===== config.mk =====
export PLATFORM = sky130hd
export DESIGN_NAME = hilo_acc_unit
export DESIGN_NICKNAME = d
export VERILOG_FILES = /design/src/rtl/hilo_acc_unit.sv
export SDC_FILE = /design/constraint.sdc
export NUM_CORES = 1
export LEC_CHECK = 0
export ABC_AREA = 1
export CAP_MARGIN = 30
export CORE_MARGIN = 4
export CORE_UTILIZATION = 41
export DETAILED_ROUTE_END_ITERATION = 16
export HOLD_SLACK_MARGIN = 0.05
export PLACE_DENSITY = 0.85
export SYNTH_ARGS = -nofsm -noshare
export SYNTH_HDL_FRONTEND = slang
export SYNTH_SLANG_ARGS = --single-unit

===== constraint.sdc =====
create_clock -name clk -period 0.8 [get_ports clk]
set_input_delay 0.16 -clock clk [delete_from_list [all_inputs] [get_ports clk]]
set_output_delay 0.16 -clock clk [all_outputs]
set_load 0.05 [all_outputs]

===== src/rtl/hilo_acc_unit.sv =====
// rtl/hilo_acc_unit.sv - Hi/Lo register pair with LOAD/MOVE and optional two-step ACC/SUB (HILO_ACC_EN)
module hilo_acc_unit #(
    parameter int WIDTH = 32
) (
    input  logic               clk,
    input  logic               reset,
    input  logic               in_valid,
    output logic               in_ready,
    input  logic [1:0]         op,
    input  logic [2*WIDTH-1:0] DivAns,
    input  logic [WIDTH-1:0]   mt_data,
    input  logic               sel_hi,
    input  logic               sel_lo,
    output logic [WIDTH-1:0]   HiOut,
    output logic [WIDTH-1:0]   LoOut,
    output logic               busy,
    output logic               acc_ovf
);

    localparam logic [1:0] OP_LOAD = 2'b00;
    localparam logic [1:0] OP_ACC  = 2'b01;
    localparam logic [1:0] OP_SUB  = 2'b10;
    localparam logic [1:0] OP_MOVE = 2'b11;

    logic [WIDTH-1:0] hi_q, hi_d;
    logic [WIDTH-1:0] lo_q, lo_d;
    logic             accept;

    assign accept   = in_valid && in_ready;
    assign in_ready = !busy;
    assign HiOut    = hi_q;
    assign LoOut    = lo_q;

`ifdef HILO_ACC_EN

    typedef enum logic [1:0] {
        IDLE    = 2'b00,
        LO_STEP = 2'b01,
        HI_STEP = 2'b10
    } state_t;

    state_t             state_q, state_d;
    logic [2*WIDTH-1:0] opnd_q, opnd_d;
    logic               sub_q, sub_d;
    logic               cy_q, cy_d;
    logic               ovf_q, ovf_d;
    logic [WIDTH:0]     lo_sum;
    logic [WIDTH:0]     hi_sum;

    always_ff @(posedge clk or negedge reset) begin
        if (!reset) begin
            state_q <= IDLE;
        end else begin
            state_q <= state_d;
        end
    end

    always_comb begin
        state_d = state_q;
        case (state_q)
            IDLE:    if (accept && (op == OP_ACC || op == OP_SUB)) state_d = LO_STEP;
            LO_STEP: state_d = HI_STEP;
            HI_STEP: state_d = IDLE;
            default: state_d = IDLE;
        endcase
    end

    always_comb begin
        busy = (state_q != IDLE);
    end

    always_comb begin
        acc_ovf = ovf_q;
    end

    // Bit WIDTH of each partial result is the carry (ACC) or borrow (SUB) out of that half.
    always_comb begin
        if (sub_q) begin
            lo_sum = {1'b0, lo_q} - {1'b0, opnd_q[WIDTH-1:0]};
            hi_sum = {1'b0, hi_q} - {1'b0, opnd_q[2*WIDTH-1:WIDTH]} - {{WIDTH{1'b0}}, cy_q};
        end else begin
            lo_sum = {1'b0, lo_q} + {1'b0, opnd_q[WIDTH-1:0]};
            hi_sum = {1'b0, hi_q} + {1'b0, opnd_q[2*WIDTH-1:WIDTH]} + {{WIDTH{1'b0}}, cy_q};
        end
    end

    always_comb begin
        hi_d   = hi_q;
        lo_d   = lo_q;
        opnd_d = opnd_q;
        sub_d  = sub_q;
        cy_d   = cy_q;
        ovf_d  = ovf_q;
        case (state_q)
            IDLE: begin
                if (accept) begin
                    case (op)
                        OP_LOAD: begin
                            {hi_d, lo_d} = DivAns;
                            ovf_d        = 1'b0;
                        end
                        OP_MOVE: begin
                            if (sel_hi) hi_d = mt_data;
                            if (sel_lo) lo_d = mt_data;
                        end
                        default: begin
                            opnd_d = DivAns;
                            sub_d  = (op == OP_SUB);
                        end
                    endcase
                end
            end
            LO_STEP: begin
                lo_d = lo_sum[WIDTH-1:0];
                cy_d = lo_sum[WIDTH];
            end
            HI_STEP: begin
                hi_d  = hi_sum[WIDTH-1:0];
                ovf_d = ovf_q | hi_sum[WIDTH];
            end
            default: ;
        endcase
    end

    always_ff @(posedge clk or negedge reset) begin
        if (!reset) begin
            hi_q   <= '0;
            lo_q   <= '0;
            opnd_q <= '0;
            sub_q  <= 1'b0;
            cy_q   <= 1'b0;
            ovf_q  <= 1'b0;
        end else begin
            hi_q   <= hi_d;
            lo_q   <= lo_d;
            opnd_q <= opnd_d;
            sub_q  <= sub_d;
            cy_q   <= cy_d;
            ovf_q  <= ovf_d;
        end
    end

`else

    assign busy    = 1'b0;
    assign acc_ovf = 1'b0;

    // ACC and SUB are accepted and dropped so callers never stall.
    always_comb begin
        hi_d = hi_q;
        lo_d = lo_q;
        if (accept) begin
            case (op)
                OP_LOAD: {hi_d, lo_d} = DivAns;
                OP_MOVE: begin
                    if (sel_hi) hi_d = mt_data;
                    if (sel_lo) lo_d = mt_data;
                end
                default: ;
            endcase
        end
    end

    always_ff @(posedge clk or negedge reset) begin
        if (!reset) begin
            hi_q <= '0;
            lo_q <= '0;
        end else begin
            hi_q <= hi_d;
            lo_q <= lo_d;
        end
    end

`endif

endmodule


==> Word level (Yosys, flattened, before mapping) <==
Cells that the tools add are included.
{ "op_classes": {"n_eq_ne": 3, "muxes": 4, "n_reduce_logical": 4} }
{ "ops": {"columns": ["op", "n"], "rows": [
  ["one-hot mux 32 bit (2 select lines)", 2],
  ["two-way mux 32 bit", 2],
  ["AND reduction 3 bit", 2],
  ["!= test 2 bit (second input constant)", 2],
  ["equality test 2 bit (second input constant)", 1],
  ["zero test 2 bit", 1],
  ["nonzero test 2 bit", 1]
]} }
{ "totals": {"regBits": 64, "inputBits": 103, "out_inout_bits": 67, "word_cells": 13} }

==> Depth between registers and ports, before layout <==
Gate-level depths: netlist (run 1).
{ "depth": {"ltp_word": 3, "mapped_depth": 8, "depth_no_buf": 6} }

==> Worst setup path before layout (run 1) <==
No wires, ideal clock.
{ "synth_path": {"path_type": "input -> register", "startpoint": "input port op[0]", "endpoint": "register hi_q[10], in the netlist HiOut[10]", "setup_ps": 119, "t_arrival_ps": 820, "required_ps": 681, "setup_slack_ps": -139, "cell_stages": 7, "n_path_buf": 3, "cell_sequence": "buf_6 > nand2_2 > nand2_2 > buf_6 > buf_6 > nand4_1 > nand2_1"} }
{ "synth_via": {"elab_chain_cells": 3} }
{ "synth_rtl": {"columns": ["item", "line_no", "text"], "rows": [
  ["start, declared", "9", "input logic [1:0] op,"],
  ["equality test 2 bit / zero test 2 bit (equally long branches)", "153", "case (op)"],
  ["!= test 2 bit (no line) / nonzero test 2 bit (equally long branches)", null, null],
  ["AND reduction 3 bit (no line)", null, null],
  ["end signal, assigned", "169", "hi_q <= hi_d;"],
  ["end, declared", "25", "logic [WIDTH-1:0] hi_q, hi_d;"]
]} }
Parallel ways exist; a longest one is shown, timed or not.
A chain may end at the register's enable or synchronous reset.

==> Worst setup path in the final report (run 1) <==
{ "layout_path": {"startpoint": "register hi_q[13], in the netlist HiOut[13]", "endpoint": "output port HiOut[13]"} }
{ "layout_lines": {"columns": ["item", "line_no", "text"], "rows": [
  ["end, declared", "14", "output logic [WIDTH-1:0] HiOut,"]
]} }
No word-level cell between the ends.

==> results of run 1 <==
[area by class of cell]
type | instances | area (um2) | share of cell area (%)
repair buffers | 271 | 3670 | 48.1
multi-input cells | 362 | 1990 | 26.1
clock buffers | 13 | 159 | 2.08
inverters | 4 | 30.0 | 0.393
flip-flops and latches | 64 | 1610 | 21.1
well taps | 105 | 131 | 1.72
clock inverters | 3 | 40.0 | 0.524
[cells in the mapped netlist, drive strengths merged]
library cell and instances:
clkbuf 1, inv 4, nand2 259, nand3 36
conb 2, buf 43, nand4 64, dfrtp 64
[logic make-up after synthesis]
logic type    share of synthesized area, %
buf+inv                               9.36
flops                                 45.6
other cells                          0.214
simple gates                          44.9
[state kept, by name, summed over array words and instances (netlist names)]
register and flops:
HiOut 32, LoOut 32
[where the power goes]
| part | switching [uW] | leakage (uW) | total (uW) | internal (uW) |
|---|---|---|---|---|
| clock | 1440 | 0.000103 | 3050 | 1610 |
| combinational | 4530 | 0.00292 | 8900 | 4370 |
| sequential | 899 | 0.000793 | 4750 | 3850 |
| total | 6870 | 0.00381 | 16700 | 9830 |
[cells in the final DEF, fill, tap and decap left out, drive strengths merged]
cell type	synthesis	layout
inv	4	3
bufinv	0	1
clkinv	0	3
nand4	64	64
clkdlybuf4s50	0	96
clkbuf	1	17
conb	2	3
dlygate4sd2	0	2
dlygate4sd3	0	1
nand3	36	36
dfrtp	64	64
nand2	259	259
buf	43	168
[layer usage]
| metal | vias to the layer above | global-route usage, % | wire, um |
|---|---|---|---|
| met4 | 0 | 18.0 | 2030 |
| met1 | 2421 | 41.4 | 7120 |
| li1 | 2039 | - | - |
| met5 | - | 0 | 0 |
| met2 | 529 | 57.6 | 10300 |
| met3 | 198 | 7.27 | 2690 |
[worst max-delay path by stage]
stage	start	to	slack, ps	cells after the start
after global routing	HiOut[13]	HiOut[13]	-510	1
after floorplan	op[0]	HiOut[10]	-130	8
final	HiOut[13]	HiOut[13]	-530	1
after detailed placement	op[1]	LoOut[13]	-790	7
after CTS	LoOut[22]	LoOut[22]	-290	1
after global placement	op[1]	LoOut[19]	-740	7
[per-stage QoR]
step	std cells	setup WS (ps)	total power (uW)	utilization, %	area [um2]
floorplan	474	-132	7520	-	3540
CTS	807	-294	15200	86.5	7180
detailed placement	728	-788	11300	70.9	5880
global route	822	-510	17100	92.0	7630
finish	822	-529	16700	92.0	7630
global placement	728	-736	11200	70.9	5880
[timing repair]
item | 4_1_cts | 5_1_grt
hold buffers | 1 | 0
endpoints found under the hold margin | 64 | 0
pin swaps | 38 | 60
setup endpoints to repair | 128 | 128
gates resized for setup | 83 | 113
gates cloned | 17 | 4
setup buffers | 46 | 18
==> out/qor.yml, run 1 <==
outcome:
  status: "finished, violations left"
  violations: "setup timing"
power:
  peakVddDrop_mv: 1.32
  power_density_mw_per_mm2: 2190
  leakage_uw: 0.00381
grt:
  grt_pass1_wl_um: 26600
  track_usage_pct: 34.4
  antenna_found_initial: 0
  grt_pass1_vias: 4937
  globalRoute.totalOverflow: 0
  grt_max_degree: 65
timing:
  slew_violations: 0
  final-hold-violation-count: 0
  clock_skew_ps: 0
  setup_tns_ps: -32040
  min_period_over_period_pct: 166
  rsz0062_at_grt: "yes"
  setup-violations-final: 128
  timing.hold.ws_ps: 331
  max_freq_mhz: 752
  period_needed_ps: 1330
  fin_ws_ps: -529
setup_path:
  required_ps: 640
  rr_startpoint: "HiOut[13]"
  crit_path_start_kind: "flip-flop"
  cpPeakStageDelay_ps: 600
  path_buf_inv: 1
  endpoint_kind: "primary output"
  crit_family: "flip-flops"
  r2r_end: "HiOut[13]"
  critPathArrivalTime_ps: 1170
  path_cells: "buf_12"
  crit_type: "flip-flop to primary output"
  r2r_slack_ps: -270
  worst_path_max_delay_cell: "dfrtp_1"
  r2r_cells: 3
  crit_path_max_fanout: 2
placed_design:
  port_buffers: 166
  place_congestion: 0.859
  dp_hpwl_um: 9260
clock_tree:
  cts_root_buf: "clkbuf_8"
  cts_buffers: 9
  cts_tree: "built"
  insertion_delay_ps: 340
  h-tree-depth: 3
  clock_path_buffers: 2
  cts.sinks: 64
  clk_pin_slew_ps: 100
logic_synthesis:
  synth.distinct_cells: 14
  synth_top_cells_by_area: "dfrtp_1 46%, nand2_1 27%, nand4_1 11%"
  synth_warnings: 0
  syn_area_mm2: 0.00352
  netlist_instances: 473
  syn_avg_cell_area_um2: 7.43
  synth_top_area_share_pct: 45.6
  yosysSeqAreaShare_pct: 45.6
  yosysTopAreaCell: "dfrtp_1"
  synth_seq_cells: 64
detailed_routing:
  dr.pass1.iters: 6
  wire_per_inst_um: 26.9
  drtIter0Drc: 588
  drc: 0
  via_per_inst: 6.31
  totalWireLength_um: 22100
  drtAntennaViolNets: 0
  vias: 5187
floorplan:
  die_area_mm2: 0.0101
  chipHeight_um: 101
  start_util_pct: 42.4
  die_w_um: 101
  pin_count: 170
  rows: 33
  core-area_mm2: 0.00830
layout:
  drive_above_1_share_pct: 40.7
  fillCellCount: 273
  antenna_cells: 0
  area_delta_synth_final_pct: 117
  fin_nets: 815
run:
  maxCapViolations: 0
worst_hold_path:
  holdCritPathClass: "input port to asynchronous set/reset pin"
Power figures use the tool's default switching activity.
==> run 2, diff against run 1 <==
Settings changed: SLEW_MARGIN set to 20.
==> results of run 2 <==
Same layout as run 1: the final DEF is identical, and so are final timing and power.
